**config.mk**
```make
export PLATFORM = sky130hd
export DESIGN_NAME = mcp_ctrl
export DESIGN_NICKNAME = d
export VERILOG_FILES = /design/src/rtl/mcp_pkg.sv /design/src/rtl/mcp_alu_dec.sv /design/src/rtl/mcp_ctrl.sv
export SDC_FILE = /design/constraint.sdc
export NUM_CORES = 1
export LEC_CHECK = 0
export CORE_ASPECT_RATIO = 0.9
export CORE_MARGIN = 2
export CORE_UTILIZATION = 42
export DETAILED_ROUTE_END_ITERATION = 6
export PLACE_DENSITY = 0.89
export RECOVER_POWER = 25
export SETUP_SLACK_MARGIN = 0.05
export SYNTH_ARGS = -nofsm -noshare
export SYNTH_HDL_FRONTEND = slang
export SYNTH_SLANG_ARGS = --single-unit
```
**constraint.sdc**
```tcl
create_clock -name clk_i -period 3.8 [get_ports clk_i]
set_input_delay 0.38 -clock clk_i [delete_from_list [all_inputs] [get_ports clk_i]]
set_output_delay 0.38 -clock clk_i [all_outputs]
set_load 0.05 [all_outputs]
```
**src/rtl/mcp_pkg.sv**
```systemverilog
// Shared types and encodings for the multicycle MIPS-subset controller.
package mcp_pkg;

  typedef enum logic [3:0] {
    S_FETCH   = 4'd0,
    S_DECODE  = 4'd1,
    S_MEMADR  = 4'd2,
    S_MEMRD   = 4'd3,
    S_MEMWB   = 4'd4,
    S_MEMWR   = 4'd5,
    S_RTYPEEX = 4'd6,
    S_RTYPEWB = 4'd7,
    S_BEQEX   = 4'd8,
    S_ADDIEX  = 4'd9,
    S_ADDIWB  = 4'd10,
    S_JEX     = 4'd11,
    S_BNEEX   = 4'd12
  } state_t;

  typedef enum logic [1:0] {
    ALUOP_ADD   = 2'b00,
    ALUOP_SUB   = 2'b01,
    ALUOP_FUNCT = 2'b10
  } aluop_t;

  localparam logic [5:0] OP_RTYPE = 6'b000000;
  localparam logic [5:0] OP_LW    = 6'b100011;
  localparam logic [5:0] OP_SW    = 6'b101011;
  localparam logic [5:0] OP_BEQ   = 6'b000100;
  localparam logic [5:0] OP_BNE   = 6'b000101;
  localparam logic [5:0] OP_ADDI  = 6'b001000;
  localparam logic [5:0] OP_J     = 6'b000010;

  localparam logic [5:0] FN_ADD = 6'b100000;
  localparam logic [5:0] FN_SUB = 6'b100010;
  localparam logic [5:0] FN_AND = 6'b100100;
  localparam logic [5:0] FN_OR  = 6'b100101;
  localparam logic [5:0] FN_SLT = 6'b101010;

  localparam logic [2:0] ALU_ADD = 3'b010;
  localparam logic [2:0] ALU_SUB = 3'b110;
  localparam logic [2:0] ALU_AND = 3'b000;
  localparam logic [2:0] ALU_OR  = 3'b001;
  localparam logic [2:0] ALU_SLT = 3'b111;

endpackage

```
**src/rtl/mcp_alu_dec.sv**
```systemverilog
// ALU decoder: maps the controller's ALUOp and the R-type funct field to the
// 3-bit ALU control; flags funct codes outside the supported set.
module mcp_alu_dec
  import mcp_pkg::*;
(
  input  aluop_t      aluop,
  input  logic [5:0]  funct_i6,
  output logic [2:0]  alu_ctrl_o3,
  output logic        bad_funct
);

  always_comb begin
    alu_ctrl_o3 = ALU_ADD;
    bad_funct   = 1'b0;
    case (aluop)
      ALUOP_ADD: alu_ctrl_o3 = ALU_ADD;
      ALUOP_SUB: alu_ctrl_o3 = ALU_SUB;
      ALUOP_FUNCT: begin
        case (funct_i6)
          FN_ADD:  alu_ctrl_o3 = ALU_ADD;
          FN_SUB:  alu_ctrl_o3 = ALU_SUB;
          FN_AND:  alu_ctrl_o3 = ALU_AND;
          FN_OR:   alu_ctrl_o3 = ALU_OR;
          FN_SLT:  alu_ctrl_o3 = ALU_SLT;
          // Unknown funct still executes as an add so the instruction completes.
          default: begin
            alu_ctrl_o3 = ALU_ADD;
            bad_funct   = 1'b1;
          end
        endcase
      end
      default: alu_ctrl_o3 = ALU_ADD;
    endcase
  end

endmodule

```
**src/rtl/mcp_ctrl.sv**
```systemverilog
// Multicycle Moore main controller for the MIPS-subset processor.
// Optional bne support is enabled by defining MCP_BNE_EN.
module mcp_ctrl
  import mcp_pkg::*;
(
  input  logic       clk_i,
  input  logic       rst_ni,
  input  logic [5:0] op_i6,
  input  logic [5:0] funct_i6,
  input  logic       zero_i,
  output logic       mem_we_o,
  output logic       iord_o,
  output logic       ir_we_o,
  output logic       pc_en_o,
  output logic       rf_we_o,
  output logic       reg_dst_o,
  output logic       mem_to_reg_o,
  output logic       alu_src_a_o,
  output logic [1:0] alu_src_b_o2,
  output logic [1:0] pc_src_o2,
  output logic [2:0] alu_ctrl_o3,
  output logic [3:0] state_o4,
  output logic       illegal_o
);

  state_t state, state_nxt;
  aluop_t aluop;
  logic   mem_we, ir_we, pc_write, branch, branch_ne, rf_we;
  logic   bad_op, bad_funct, illegal_q;

  always_ff @(posedge clk_i or negedge rst_ni) begin
    if (!rst_ni) state <= S_FETCH;
    else         state <= state_nxt;
  end

  always_ff @(posedge clk_i or negedge rst_ni) begin
    if (!rst_ni)                                            illegal_q <= 1'b0;
    else if (bad_op || (state == S_RTYPEEX && bad_funct))   illegal_q <= 1'b1;
  end

  always_comb begin
    state_nxt    = S_FETCH;
    mem_we       = 1'b0;
    iord_o       = 1'b0;
    ir_we        = 1'b0;
    pc_write     = 1'b0;
    branch       = 1'b0;
    branch_ne    = 1'b0;
    rf_we        = 1'b0;
    reg_dst_o    = 1'b0;
    mem_to_reg_o = 1'b0;
    alu_src_a_o  = 1'b0;
    alu_src_b_o2 = 2'b00;
    pc_src_o2    = 2'b00;
    aluop        = ALUOP_ADD;
    bad_op       = 1'b0;
    case (state)
      S_FETCH: begin
        ir_we        = 1'b1;
        alu_src_b_o2 = 2'b01;
        pc_write     = 1'b1;
        state_nxt    = S_DECODE;
      end
      S_DECODE: begin
        alu_src_b_o2 = 2'b11;
        case (op_i6)
          OP_LW, OP_SW: state_nxt = S_MEMADR;
          OP_RTYPE:     state_nxt = S_RTYPEEX;
          OP_BEQ:       state_nxt = S_BEQEX;
          OP_ADDI:      state_nxt = S_ADDIEX;
          OP_J:         state_nxt = S_JEX;
`ifdef MCP_BNE_EN
          OP_BNE:       state_nxt = S_BNEEX;
`endif
          default: begin
            state_nxt = S_FETCH;
            bad_op    = 1'b1;
          end
        endcase
      end
      S_MEMADR: begin
        alu_src_a_o  = 1'b1;
        alu_src_b_o2 = 2'b10;
        state_nxt    = (op_i6 == OP_SW) ? S_MEMWR : S_MEMRD;
      end
      S_MEMRD: begin
        iord_o    = 1'b1;
        state_nxt = S_MEMWB;
      end
      S_MEMWB: begin
        rf_we        = 1'b1;
        mem_to_reg_o = 1'b1;
      end
      S_MEMWR: begin
        iord_o = 1'b1;
        mem_we = 1'b1;
      end
      S_RTYPEEX: begin
        alu_src_a_o = 1'b1;
        aluop       = ALUOP_FUNCT;
        state_nxt   = S_RTYPEWB;
      end
      S_RTYPEWB: begin
        rf_we     = 1'b1;
        reg_dst_o = 1'b1;
      end
      S_BEQEX: begin
        alu_src_a_o = 1'b1;
        aluop       = ALUOP_SUB;
        pc_src_o2   = 2'b01;
        branch      = 1'b1;
      end
`ifdef MCP_BNE_EN
      S_BNEEX: begin
        alu_src_a_o = 1'b1;
        aluop       = ALUOP_SUB;
        pc_src_o2   = 2'b01;
        branch      = 1'b1;
        branch_ne   = 1'b1;
      end
`endif
      S_ADDIEX: begin
        alu_src_a_o  = 1'b1;
        alu_src_b_o2 = 2'b10;
        state_nxt    = S_ADDIWB;
      end
      S_ADDIWB: rf_we = 1'b1;
      S_JEX: begin
        pc_src_o2 = 2'b10;
        pc_write  = 1'b1;
      end
      default: state_nxt = S_FETCH;
    endcase
  end

  mcp_alu_dec u_alu_dec (
    .aluop       (aluop),
    .funct_i6    (funct_i6),
    .alu_ctrl_o3 (alu_ctrl_o3),
    .bad_funct   (bad_funct)
  );

  // Write strobes are gated by reset so an asserting reset kills them at once.
  assign mem_we_o  = mem_we & rst_ni;
  assign ir_we_o   = ir_we  & rst_ni;
  assign rf_we_o   = rf_we  & rst_ni;
  assign pc_en_o   = (pc_write | (branch & (zero_i ^ branch_ne))) & rst_ni;
  assign state_o4  = state;
  assign illegal_o = illegal_q;

endmodule

```
==> metrics.txt, run 1 <==
Crit Path Category=reg2out; die area=2000 sq um; asr flop ratio synth=1.00; number of cells in the finished layout apart from fillers=about 140; critical path buffer and inverter count=2; cell count after synthesis=86; proportion of layout cells with a drive suffix above 1=0.126; placement-stage worst setup slack=0.763 ns; CTS Buf Count=3; max-cap viol count=0; number of I/O pins=35; crit path time final=3.33 ns; power density relative to cell area=about 570 nW/um^2; Core Box Area=roughly 1500 sq um; Syn. warnings=0; DIE WIDTH=46.9 um; commonest non-fill, non-tap cell in the layout=sky130_fd_sc_hd__clkdlybuf4s50_1; sum of routed wire segments on met1=881 um; Setup TNS=0 ns; commonest non-fill, non-tap cells in the layout=sky130_fd_sc_hd__clkdlybuf4s50_1, sky130_fd_sc_hd__inv_1, sky130_fd_sc_hd__nor2_1, sky130_fd_sc_hd__dfrtp_1; final estimated routing congestion in global placement=0.829; Clk Tree Root Cell=sky130_fd_sc_hd__clkbuf_4; Setup Viol. Count Final=0; largest incremental delay on the critical path=0.85 ns; number of detailed-routing iterations run before antenna repair=4; overall fraction of global-route tracks in use=0.181; CTS resizes=0; detail-routed via count per cell=5.67; total met3 wirelength after detailed routing=roughly 130 um; vertical extent of the die=roughly 43 um; number of antenna violations at the first check in global routing=0; sequence of cells on the critical path=nor4b_4, inv_1, ha_1, nand4b_1, o41ai_2, clkdlybuf4s50_1; number of distinct standard cells referenced by the synthesized netlist=44; number of routed nets with antenna violations=0; footprint of the flip-flops and latches=between 100 and 150 sq um; number of placed cells counting well taps=around 140; violation count after the first detailed-route iteration=30; worst-margin pin slew=0.587 ns; most frequently used flop master after synthesis=sky130_fd_sc_hd__dfrtp_1; average detailed-routed wire length per instance=13.1 um; critical-path maximum fanout=15; largest voltage drop on the vdd net=0.383 mV; Sink Count=5; path class of the lowest-slack min-delay path=in2async; EDFF count, synth=0; required time worst endpoint=3.42 ns; Setup crit end kind=output port; Net count, final=138; clock transition at the registers of the reported paths=0.05 ns; Post-CTS Hold Buffers=0; Area contributors post-synth=sky130_fd_sc_hd__dfrtp_1, sky130_fd_sc_hd__ha_1, sky130_fd_sc_hd__nor4b_2; largest net degree at the start of global routing=19; max-slew headroom at the worst pin=0.609; global-route wire length before repair=2690 um; Cell Area, Synth=694 sq um; total of buffers placed on input and output ports=34; post-synthesis cell type with the largest combined area=sky130_fd_sc_hd__dfrtp_1; number of synthesized register bits=5; final hold violations=0; maximum clock rate=between 0.3 and 0.4 GHz; vias in the first global route=616; nets in the synthesized netlist=104; Antenna Diode Count=0; P&R area growth vs syn=54.8%; RSZ-0062 raised after global routing=false; number of inserted filler cells in the final layout=around 120; power after layout=611 uW; Clock Latency Late Sink=0.25 ns; kind of cell adding the most delay to the critical path=buffers and inverters; multi-input logic area=520 sq um; Clock Skews=0.00875 ns; Detailed Route WL=1850 um; count of H-tree levels built during CTS=1; number of vias after detailed routing=799; post-synth top area share=0.180; startpoint type of the worst setup path=flop; part of the Yosys area used for sequential elements=0.180; max-slew violation count=0; crit path setup slack, layout=around 0.47 ns; Final period util=0.875; length of routed met2 wiring=844 um; outcome=finished clean; post-CTS setup-driven buffer insertion count=0; total DRC errors in the routed layout=0; uppermost routed layer=met3; maximum count of clock buffers along a single path=2; average footprint of a synthesized cell=8.07 sq um; gr ovfl total=0; Detailed Place HPWL=1470 um; signal arrival time at the worst endpoint=2.95 ns; TritonCTS clock tree=built; Max stage delay cell, worst path=sky130_fd_sc_hd__clkdlybuf4s50_1; P_leak=0.000425 uW; initial cell density of the core=0.464; number of placement rows=13
synthesized netlist by cell type (all sizes together), types with 3 or more instances:
cell type	n
a21oi	4
and3	4
buf	5
dfrtp	5
ha	3
inv	9
nand2	4
nand3	3
nor2	6
nor3	3
o311ai	3
xor2	3
sequential cells by signal (all words and copies together) (netlist names):
register / count
state_o4: 4
illegal_o: 1
per-layer routing:
metal	global-route usage	vias up
li1	-	391
met1	0.275	370
met2	0.268	38
met3	0.0388	0
met4	0.0167	0
met5	0	-
through the flow:
| step | instance area [sq um] | hold WS (ns) | utilization |
|---|---|---|---|
| finish | 1070 | 0.461 | 0.718 |
| global route | 1070 | 0.476 | 0.718 |
| CTS | 1070 | 0.390 | 0.718 |
| detailed placement | 1050 | 0.522 | 0.700 |
| global placement | 1050 | 0.532 | 0.700 |
| floorplan | 711 | 0.0844 | - |
final cells by class:
class	instances	area share
multi-input combinational	67	0.484
timing repair buffer	34	0.317
sequential	5	0.116
inverter	9	0.0314
tap	22	0.0256
clock buffer	3	0.0210
clock inverter	1	0.00466
final timing paths:
check,from,to,slack [ns],depth (start not counted)
hold reg to reg,illegal_o,illegal_o,0.53,2
setup / recovery,state_o4[0],alu_ctrl_o3[2],0.47,6
min in group clk_i,illegal_o,illegal_o,0.53,2
max in group asynchronous,rst_ni,state_o4[1],3.09,1
hold / removal,rst_ni,state_o4[3],0.46,1
setup reg to reg,state_o4[0],illegal_o,1.99,5
report_power, final:
| part | internal, uW | switching [uW] | leakage [uW] |
|---|---|---|---|
| Combinational | 155 | 269 | 0.000346 |
| Clock | 38.2 | 24.5 | 0.0000177 |
| Sequential | 65.3 | 59.1 | 0.0000617 |
| Total | 259 | 353 | 0.000425 |
cell families (layout without fill, tap and decap cells):
family	after synthesis	after routing	share of synthesized area
AND/OR/NAND/NOR	39	39	0.387
AO/OA/AOI/OAI	21	21	0.231
buffers and inverters	14	47	0.0937
flip-flops	5	5	0.180
adder cells (fa/ha/maj)	3	3	0.0541
XOR/XNOR	3	3	0.0378
multiplexers	1	1	0.0162
(Power assumes the default switching activity.)
==> inputs of run 2 (changes only) <==
- CAP_MARGIN: not set -> 20
- GPL_TIMING_DRIVEN: not set -> 0
==> run 2 against run 1 <==
Compared with the run above: sequential cell count unchanged; hold slack better by 0.0051 ns; fmax up 3.5%; core utilization up 1.1 points; critical path depth unchanged; sequential power down 25%; largest power group unchanged.
==> metrics.txt, run 2 (synthesis results as in run 1) <==
total DRC errors in the routed layout=0 (unchanged); max-slew headroom at the worst pin=0.664 (+0.0555); setup slack, reg-to-reg=2.16 ns (+0.17 ns); proportion of layout cells with a drive suffix above 1=0.146 (+0.0203); RSZ-0062 raised after global routing=false; vias in the first global route=747 (+21%); sw frac=0.570 (-0.00693); average detailed-routed wire length per instance=13.1 um (about the same); Sink Count=5 (unchanged); power density relative to cell area=574 nW/um^2 (+0.96%); number of vias after detailed routing=803 (+0.50%); detail-routed via count per cell=5.54 (-2.3%); Post-CTS Hold Buffers=0 (unchanged); largest voltage drop on the vdd net=0.430 mV (+12%); Clock Latency Late Sink=0.24 ns (about the same); part of the total power dissipated in the clock network=0.096 (-0.007); clock transition at the registers of the reported paths=0.04 ns (about the same); critical path buffer and inverter count=2 (unchanged); die area=2000 sq um (unchanged); Max stage delay cell, worst path=sky130_fd_sc_hd__clkdlybuf4s50_1; P_leak=0.000443 uW (+4.3%); Antenna Diode Count=0 (unchanged); kind of cell adding the most delay to the critical path=buffers and inverters; FF-to-FF End=illegal_o; final core utilization=0.729 (+0.0109); Setup Viol. Count Final=0 (unchanged); number of antenna violations at the first check in global routing=0 (unchanged); gr ovfl total=0 (unchanged); placement-stage worst setup slack=0.852 ns (+0.0890 ns); power after layout=627 uW (+2.5%); origin of the worst setup path=state_o4[0]; overall fraction of global-route tracks in use=0.208 (+0.0273); startpoint of the lowest-slack register-to-register path=state_o4[0]; number of I/O pins=35 (unchanged); path class of the lowest-slack min-delay path=in2async; violation count after the first detailed-route iteration=14 (-53%); power share of the sequential group=0.148 (-0.056); initial cell density of the core=0.464 (unchanged); post-CTS setup-driven buffer insertion count=0 (unchanged); largest incremental delay on the critical path=0.85 ns (about the same); final estimated routing congestion in global placement=0.813 (-1.9%); commonest non-fill, non-tap cells in the layout=sky130_fd_sc_hd__clkdlybuf4s50_1, sky130_fd_sc_hd__inv_1, sky130_fd_sc_hd__nor2_1, sky130_fd_sc_hd__dfrtp_1; total net switching power=357 uW (+1.3%); number of cell instances on the worst register-to-register path=5 (unchanged); total of buffers placed on input and output ports=33 (-2.9%); max-slew violation count=0 (unchanged); signal arrival time at the worst endpoint=2.83 ns (-0.12 ns); sequence of cells on the critical path=nor4b_4, inv_1, ha_1, nand4b_1, o41ai_2, clkdlybuf4s50_1; flip-flop count of the largest register after layout=4 (unchanged); number of routed nets with antenna violations=0 (unchanged); DIE WIDTH=46.9 um (unchanged); Critical Path End=alu_ctrl_o3[2]; CTS Buf Count=3 (unchanged); critical path depth=6 (unchanged); maximum clock rate=0.311 GHz (+3.5%); number of detailed-routing iterations run before antenna repair=6 (+2); max-cap viol count=0 (unchanged); TritonCTS clock tree=built; critical-path maximum fanout=6 (-9); vertical extent of the die=42.6 um (unchanged); Core Box Area=1500 sq um (unchanged); relative contribution of combinational cells to total power=0.756 (+0.062); count of H-tree levels built during CTS=1 (unchanged); maximum count of clock buffers along a single path=2 (unchanged); Clock Skews=0.00217 ns (-0.00658 ns); Power Internal=270 uW (+4.2%); crit path setup slack, layout=0.588 ns (+0.113 ns); commonest non-fill, non-tap cell in the layout=sky130_fd_sc_hd__clkdlybuf4s50_1; required time worst endpoint=3.42 ns (about the same); Detailed Route WL=1910 um (+2.8%); number of placement rows=13 (unchanged); Crit Path Category=reg2out; final hold violations=0 (unchanged); worst-margin pin slew=0.502 ns (-0.0848 ns); Detailed Place HPWL=1530 um (+3.8%); largest net degree at the start of global routing=11 (-8); global-route wire length before repair=3130 um (+16%); P&R area growth vs syn=57.1%; Net count, final=142 (+2.9%); Clk Tree Root Cell=sky130_fd_sc_hd__clkbuf_4; outcome=finished clean; Setup TNS=0 ns (unchanged); Final period util=0.845 (-0.0298); CTS resizes=0 (unchanged); crit path time final=3.21 ns (-0.113 ns); startpoint type of the worst setup path=flop; Setup crit end kind=output port
run 2: cell count changes in the layout (fill, tap and decap cells not counted), sizes merged:
cell / before / now
clkbuf: 3 / 4
clkdlybuf4s50: 32 / 31
buf: 0 / 5
clkinv: 1 / 0
run 2: worst min-delay path by stage:
| stage | from | end | slack [ns] | cells past startpoint |
|---|---|---|---|---|
| global route | rst_ni | state_o4[1] | 0.49 | 1 |
| floorplan | rst_ni | illegal_o | 0.08 | 0 |
| detailed placement | illegal_o | illegal_o | 0.47 | 2 |
| CTS | rst_ni | illegal_o | 0.40 | 1 |
| finish | rst_ni | illegal_o | 0.47 | 1 |
| global placement | illegal_o | illegal_o | 0.47 | 2 |
run 2: area by class of cell:
class	instances	area, sq um
inverters	9	33.8
plain buffers	5	31.3
flip-flops and latches	5	125
fillers	128	405
well taps	22	27.5
repair buffers	33	330
multi-input cells	67	517
clock buffers	4	26.3
run 2: power groups by stage:
stage / registers [uW] / clock network, uW / logic [uW]
floorplan: 133 / 0 / 280
global placement: 91.2 / 0 / 464
detailed placement: 93.2 / 0 / 472
CTS: 92.4 / 60.2 / 474
global route: 95.0 / 65.3 / 501
finish: 92.7 / 59.9 / 474
run 2: per-stage QoR:
step,hold WS [ns],cells,cell area (sq um)
global route,0.488,145,1090
global placement,0.470,141,1070
finish,0.466,145,1090
floorplan,0.0844,86,711
detailed placement,0.474,141,1070
CTS,0.405,145,1090
run 2: per-layer routing:
metal	track usage	part of all wire	routed length (um)	up-vias
met2	0.342	0.47	896	37
met4	0.0667	0.0042	8	0
met5	0	0	0	-
met1	0.279	0.47	902	368
li1	-	-	-	396
met3	0.0172	0.051	98	2
==> inputs of run 3 (changes only) <==
- CORE_UTILIZATION: 42 -> 35
- PLACE_DENSITY: 0.89 -> 0.79
- clock period: 3.8 -> 2.9 ns (I/O delays scaled with it)
==> run 3 against run 2 <==
Compared with the run above: critical path depth stayed put; clock skew is 0.0019 ns lower; die area is 18% higher; core utilization decreased by 14 points; clock-buffer cell count is the same; sequential power up 32%; combinational power up 32%; sequential cell count unchanged; critical endpoint is now alu_ctrl_o3[0].
==> metrics.txt, run 3 (synthesis results as in run 1) <==
global-route wire length before repair=3130 um (unchanged); Detailed Place HPWL=1530 um (+0.47%); Clk Tree Root Cell=sky130_fd_sc_hd__clkbuf_4; RSZ-0062 raised after global routing=false; maximum count of clock buffers along a single path=2 (unchanged); number of detailed-routing iterations run before antenna repair=4 (-2); number of I/O pins=35 (unchanged); origin of the worst setup path=state_o4[1]; final hold violations=0 (unchanged); largest voltage drop on the vdd net=0.403 mV (-6.4%); footprint of the flip-flops and latches=130 sq um (+4.0%); multi-input logic area=547 sq um (+5.8%); worst hold slack=0.374 ns (-0.0915 ns); average detailed-routed wire length per instance=12.6 um (-3.9%); Clock Skews=0.000224 ns (-0.00195 ns); number of cells in the finished layout apart from fillers=148 (+2.1%); Core Box Area=1900 sq um (+27%); Antenna Diode Count=0 (unchanged); initial cell density of the core=0.366 (-0.0977); commonest non-fill, non-tap cells in the layout=sky130_fd_sc_hd__clkdlybuf4s50_1, sky130_fd_sc_hd__inv_1; max-cap viol count=0 (unchanged); critical-path maximum fanout=6 (unchanged); worst-margin pin slew=0.512 ns (+0.00930 ns); setup slack, reg-to-reg=1.29 ns (-0.87 ns); signal arrival time at the worst endpoint=2.36 ns (-0.47 ns); vias in the first global route=748 (+0.13%); Crit Path Category=reg2out; P_leak=0.000460 uW (+3.7%); Power Internal=360 uW (+33%); crit path time final=2.65 ns; number of cell instances on the worst register-to-register path=5 (unchanged); total net switching power=470 uW (+32%); TritonCTS clock tree=built; total DRC errors in the routed layout=0 (unchanged); number of placed cells counting well taps=144 (+2.1%); number of routed nets with antenna violations=0 (unchanged); startpoint of the lowest-slack register-to-register path=state_o4[1]; power share of the sequential group=0.146 (-0.002); total of buffers placed on input and output ports=33 (unchanged); final estimated routing congestion in global placement=0.819 (+0.74%); Setup Viol. Count Final=0 (unchanged); Setup crit end kind=output port; proportion of layout cells with a drive suffix above 1=0.220 (+0.0732); outcome=finished clean; die area=2360 sq um (+18%); power density relative to cell area=739 nW/um^2 (+29%); largest net degree at the start of global routing=11 (unchanged); vertical extent of the die=46.3 um (+8.6%); Clock Latency Late Sink=0.25 ns (about the same); detail-routed via count per cell=5.53 (about the same); sw frac=0.567 (-0.00292); count of H-tree levels built during CTS=1 (unchanged); part of the total power dissipated in the clock network=0.101 (+0.005); maximum clock rate=0.378 GHz; max-slew violation count=0 (unchanged); required time worst endpoint=2.61 ns (-0.81 ns); flip-flop count of the largest register after layout=4 (unchanged); post-CTS setup-driven buffer insertion count=0 (unchanged); Final period util=0.913; P&R area growth vs syn=61.8%; violation count after the first detailed-route iteration=22 (+8); relative contribution of combinational cells to total power=0.752 (-0.004); number of antenna violations at the first check in global routing=0 (unchanged); commonest non-fill, non-tap cell in the layout=sky130_fd_sc_hd__clkdlybuf4s50_1; number of placement rows=15 (+2); CTS Buf Count=3 (unchanged); number of vias after detailed routing=819 (+2.0%); path class of the lowest-slack min-delay path=in2async; Net count, final=142 (unchanged); overall fraction of global-route tracks in use=0.172 (-0.0359); clock transition at the registers of the reported paths=0.04 ns (about the same); Detailed Route WL=1870 um (-1.9%); gr ovfl total=0 (unchanged); Sink Count=5 (unchanged); startpoint type of the worst setup path=flop; max-slew headroom at the worst pin=0.658 (-0.00622); DIE WIDTH=51.0 um (+8.7%); number of inserted filler cells in the final layout=176 (+38%)
run 3: per-layer routing:
metal  GRT usage  vias up  wire, um
met5           0        -         0
met4      0.0649        0        47
met3           0        8        83
met2       0.319       30       956
met1       0.219      384       781
li1            -      397         -
run 3: path summary, 6_finish.rpt:
| check | end |
|---|---|
| worst max-delay path | alu_ctrl_o3[0] |
| worst max register to register | illegal_o |
| worst min register to register | illegal_o |
| max in group asynchronous | state_o4[2] |
| min in group clk_i | state_o4[2] |
| worst min-delay path | illegal_o |
run 3: layout make-up:
class | instances | area share
Clock buffer | 4 | 0.0234
Tap cell | 25 | 0.0278
Multi-Input combinational cell | 67 | 0.487
Sequential cell | 5 | 0.116
Buffer | 5 | 0.0278
Timing Repair Buffer | 33 | 0.288
Inverter | 9 | 0.0301
run 3: metrics by stage:
step	util	setup TNS, ns	setup WS (ns)	cell area, sq um	power (uW)
2_1_floorplan	-	-0.0297	-0.0297	742	547
3_3_place_gp	0.582	0	0.0550	1100	736
3_5_place_dp	0.582	0	0.0184	1100	745
4_1_cts	0.595	0	0.0508	1130	828
5_1_grt	0.593	0	0.0880	1120	869
6_report	0.593	0	0.251	1120	830
run 3: worst max-delay path, stage by stage, from the launching register on:
cell and delay (ns):
sky130_fd_sc_hd__dfrtp_2 0.43, sky130_fd_sc_hd__nor4b_4 0.41, sky130_fd_sc_hd__inv_2 0.10, sky130_fd_sc_hd__ha_4 0.28, sky130_fd_sc_hd__nand4b_1 0.19, sky130_fd_sc_hd__nor2_2 0.15, sky130_fd_sc_hd__dlygate4sd2_1 0.54
run 3: repair_timing:
| item | CTS | global route |
|---|---|---|
| setup endpoints to repair | 2 | 1 |
| hold buffers | 0 | 0 |
| resized for setup | 2 | 2 |
run 3: power by group through the flow:
stage | combinational [uW] | sequential (uW) | clock (uW)
2_1_floorplan | 369 | 178 | 0
3_3_place_gp | 613 | 123 | 0
3_5_place_dp | 622 | 123 | 0
4_1_cts | 624 | 122 | 82.6
5_1_grt | 658 | 128 | 83.4
6_report | 625 | 122 | 83.8
==> variant 1: new RTL, settings of run 1 <==
Make the reset (`rst_ni`) synchronous in 2 clocked blocks.
--- a/src/rtl/mcp_ctrl.sv
+++ b/src/rtl/mcp_ctrl.sv
@@ -28,12 +28,12 @@
   logic   mem_we, ir_we, pc_write, branch, branch_ne, rf_we;
   logic   bad_op, bad_funct, illegal_q;
 
-  always_ff @(posedge clk_i or negedge rst_ni) begin
+  always_ff @(posedge clk_i) begin
     if (!rst_ni) state <= S_FETCH;
     else         state <= state_nxt;
   end
 
-  always_ff @(posedge clk_i or negedge rst_ni) begin
+  always_ff @(posedge clk_i) begin
     if (!rst_ni)                                            illegal_q <= 1'b0;
     else if (bad_op || (state == S_RTYPEEX && bad_funct))   illegal_q <= 1'b1;
   end
Formal check against the unedited RTL: differs if rst_ni is asserted again (counterexample within 4 cycles, from zero or initial values and one cycle with rst_ni low); with rst_ni held inactive, the same outputs for 10 cycles.
==> variant 1 against run 1 <==
  * Maximum frequency rose by 4.3%
  * First-iteration DRC count is 27% higher
  * Worst setup slack better by 0.14 ns
  * Area after synthesis fell by 16%
  * Non-clock buffer count unchanged
  * Synthesized cell count fell by 2.3%
  * Sequential cell count unchanged
  * Final cell count decreased by 6.4%
  * Die area decreased by 14%
  * Highest routed layer is now met4
  * Wire length is 4.6% lower
  * Cell area down 13%
  * Count of clock-buffer cells in the layout grew 1
  * Critical path type unchanged
Power is not compared: it rests on default switching activity, and its combinational part moved more than twofold at a synthesized area within 25%.
==> variant 1: results <==
metrics = {
    "critical_path": {
        "crit_arrival_ns": 2.81,
        "path_max_fanout": 14,
        "startpoint": "state_o4[1]",
        "ff2ff_setup_slack_ns": 1.83,
        "reg2reg_to": "illegal_o",
        "crit_end": "alu_ctrl_o3[1]",
        "reg2reg_depth": 8,
        "slowest_delay_ns": 0.79,
    },
    "timing": {
        "max_slew_margin": 0.662,
        "clock_skew_ns": 0.00470,
    },
    "placement": {
        "place_area_um2": 907,
        "dpl.hpwl_mm": 1.43,
    },
    "logic_synthesis": {
        "synthTopCellsByArea": "dfxtp_1, nor2_1, nor3_1",
        "netlist-cell-type-count": 36,
        "synthAdderAreaFrac": 0.0428,
        "synthMuxAreaShare": 0,
        "synth-compound-area-share": 0.266,
        "seq_area_frac_synth": 0.171,
        "synth_top_area_cell": "dfxtp_1",
    },
    "cells_and_area": {
        "fillers": 108,
        "drive_gt1_frac": 0.0424,
        "finalNetCount": 136,
    },
    "global_routing": {
        "grtUsageTotal": 0.225,
        "met3_usage": 0.0461,
        "grt_pass1_vias": 667,
        "met1_usage": 0.295,
        "met2_usage": 0.377,
        "grt_max_degree": 15,
        "grt_pass1_wl_mm": 2.85,
    },
    "routing": {
        "wl_met3_um": 125,
        "drt-vias-per-instance": 5.77,
        "wl_met1_um": 814,
        "routed.top_layer": "met4",
        "postRouteWirelength_mm": 1.77,
    },
    "run_status": {
        "outcome": "finished clean",
    },
}
variant 1: cell types whose count changed after synthesis, moves of 4 or more:
cell and change:
nor3_1 +4, buf_2 -4, and3_1 -4, dfxtp_1 +5, nor2_1 +7, dfrtp_1 -5
variant 1: area by class of cell:
type | instances | area [um^2] | area share
repair buffers | 34 | 340 | 0.365
multi-input cells | 71 | 434 | 0.465
inverters | 4 | 15.0 | 0.0161
well taps | 14 | 17.5 | 0.0188
flip-flops and latches | 5 | 100 | 0.107
clock buffers | 4 | 26.3 | 0.0282
variant 1: power groups by stage:
stage | registers, mW | logic [mW] | clock network [mW]
floorplan | 0.0676 | 0.0364 | 0
global placement | 0.0602 | 0.0772 | 0
detailed placement | 0.0603 | 0.0780 | 0
CTS | 0.0592 | 0.0784 | 0.0637
global route | 0.0597 | 0.0825 | 0.0662
finish | 0.0594 | 0.0771 | 0.0636
variant 1: cells by family (layout without fill, tap and decap cells):
family,after synthesis,after routing
AND/OR/NAND/NOR,43,43
AO/OA/AOI/OAI,23,23
buffers and inverters,8,42
flip-flops,5,5
XOR/XNOR,3,3
adder cells (fa/ha/maj),2,2
variant 1: how the worst min path moves through the flow:
stage	from	slack (ns)	end
finish	illegal_o	0.55	illegal_o
global route	illegal_o	0.59	illegal_o
CTS	illegal_o	0.53	illegal_o
detailed placement	illegal_o	0.52	illegal_o
global placement	illegal_o	0.52	illegal_o
floorplan	rst_ni	0.52	state_o4[1]
variant 1: per-stage QoR:
step,setup WS [ns],util,instances
2_1_floorplan,0.265,-,84
3_3_place_gp,0.893,0.719,128
3_5_place_dp,0.902,0.719,128
4_1_cts,0.642,0.740,132
5_1_grt,0.419,0.740,132
6_report,0.611,0.740,132
==> variant 2: new RTL, flow settings as in run 1 <==
Made on the original files. The option `MCP_BNE_EN` is turned on by a define.
--- a/src/rtl/mcp_ctrl.sv
+++ b/src/rtl/mcp_ctrl.sv
@@ -1,5 +1,7 @@
 // Multicycle Moore main controller for the MIPS-subset processor.
 // Optional bne support is enabled by defining MCP_BNE_EN.
+`define MCP_BNE_EN
+
 module mcp_ctrl
   import mcp_pkg::*;
 (
Function: changed (a bounded check fails within 4 cycles, from zero or initial values and one cycle with rst_ni low).
==> variant 2 against run 1 <==
  * Wire length shrank 3.0%
  * Worst setup slack gained 0.014 ns
  * Sequential cell count is the same
  * Power shrank 3.6%
  * First-iteration DRC count shrank 60%
  * Register-to-register slack lost 0.34 ns
  * Maximum frequency grew 0.43%
  * Area after synthesis shrank 12%
  * Final cell count shrank 3.5%
  * Cell area shrank 9.0%
  * Core utilization shrank 1.9 points
  * Die area shrank 11%
  * Largest power group unchanged
  * Non-clock buffer count is the same
==> variant 2: results <==
metrics = {
    "routing": {
        "postRouteWirelength_mm": 1.80,
        "post_drt_wl_per_cell_um": 13.2,
        "drt-initial-drc-count": 12,
        "drt-vias-per-instance": 5.64,
    },
    "placement": {
        "dpl.hpwl_mm": 1.40,
        "numPlacedInstances": 132,
        "pre_cts_ws_ns": 0.771,
        "finalWeightedCongestion": 0.894,
    },
    "global_routing": {
        "grt_max_degree": 17,
        "grt_pass1_vias": 640,
        "grt_pass1_wl_mm": 2.76,
        "grt_antenna_before_repair": 0,
        "grtUsageTotal": 0.220,
    },
    "critical_path": {
        "crit_slowest_cell": "clkdlybuf4s50_1",
        "ff2ff_setup_slack_ns": 1.65,
        "crit_arrival_ns": 2.93,
        "path_max_fanout": 16,
        "slowest_delay_ns": 0.82,
        "startpoint": "state_o4[3]",
        "reg2reg_depth": 7,
    },
    "logic_synthesis": {
        "netlist-cell-type-count": 33,
        "seq_area_frac_synth": 0.206,
        "ys_async_sr_fraction": 1.00,
        "synthTopCellsByArea": "dfrtp_1, nor2_1, nand2_1",
        "synth-edff-count": 0,
        "synth_common_cells": "nor2_1, nand2_1, inv_1, dfrtp_1",
        "synth_area_per_cell_um2": 6.99,
    },
    "power_and_ir_drop": {
        "ir_worst_vdd_uv": 425,
        "p_leak_nw": 0.378,
    },
    "timing": {
        "clock_skew_ns": 0.00237,
        "worst_slew_pin_slew_ns": 0.514,
    },
    "cells_and_area": {
        "drive_gt1_frac": 0.0496,
        "finalNetCount": 139,
    },
    "clocking": {
        "cts_setup_buffers": 0,
        "clock_path_buffers": 2,
    },
    "run_status": {
        "outcome": "finished clean",
    },
}
-- variant 2: worst min path at each step --
stage,from,endpoint,slack (ns),cells past startpoint
after global placement,illegal_o,illegal_o,0.45,1
after global routing,illegal_o,illegal_o,0.47,1
after detailed placement,illegal_o,illegal_o,0.45,1
after CTS,rst_ni,state_o4[2],0.40,1
final,rst_ni,state_o4[2],0.46,1
after floorplan,rst_ni,illegal_o,0.08,0
-- variant 2: kinds of logic (layout without fill, tap and decap cells) --
group           Yosys count  in the layout  share of synthesized area
mux                       1              1                     0.0165
fa+ha+maj                 2              2                     0.0411
compound gates           19             19                      0.233
buf+inv                  11             45                     0.0679
simple gates             46             46                      0.393
flops                     5              5                      0.206
xor+xnor                  3              3                     0.0432
-- variant 2: stage by stage --
stage	area (um^2)	power, mW
CTS	978	0.593
floorplan	608	0.392
finish	978	0.589
detailed placement	952	0.529
global route	978	0.622
global placement	952	0.526
-- variant 2: power breakdown --
part           switching, mW  internal (mW)
Clock                 0.0204         0.0396
Combinational          0.266          0.149
Sequential            0.0492         0.0657
-- variant 2: routing by layer --
layer,track usage,part of all wire,vias to the layer above
met4,0.114,0.011,0
met1,0.260,0.43,349
met3,0.0450,0.057,2
li1,-,-,387
met5,0,0,-
met2,0.382,0.50,29
-- variant 2: final cells by class --
type / instances / area [um^2]
clock buffer: 4 / 26.3
fill: 128 / 420
inverter: 7 / 26.3
multi-input combinational: 71 / 442
sequential: 5 / 125
tap: 15 / 18.8
timing repair buffer: 34 / 340
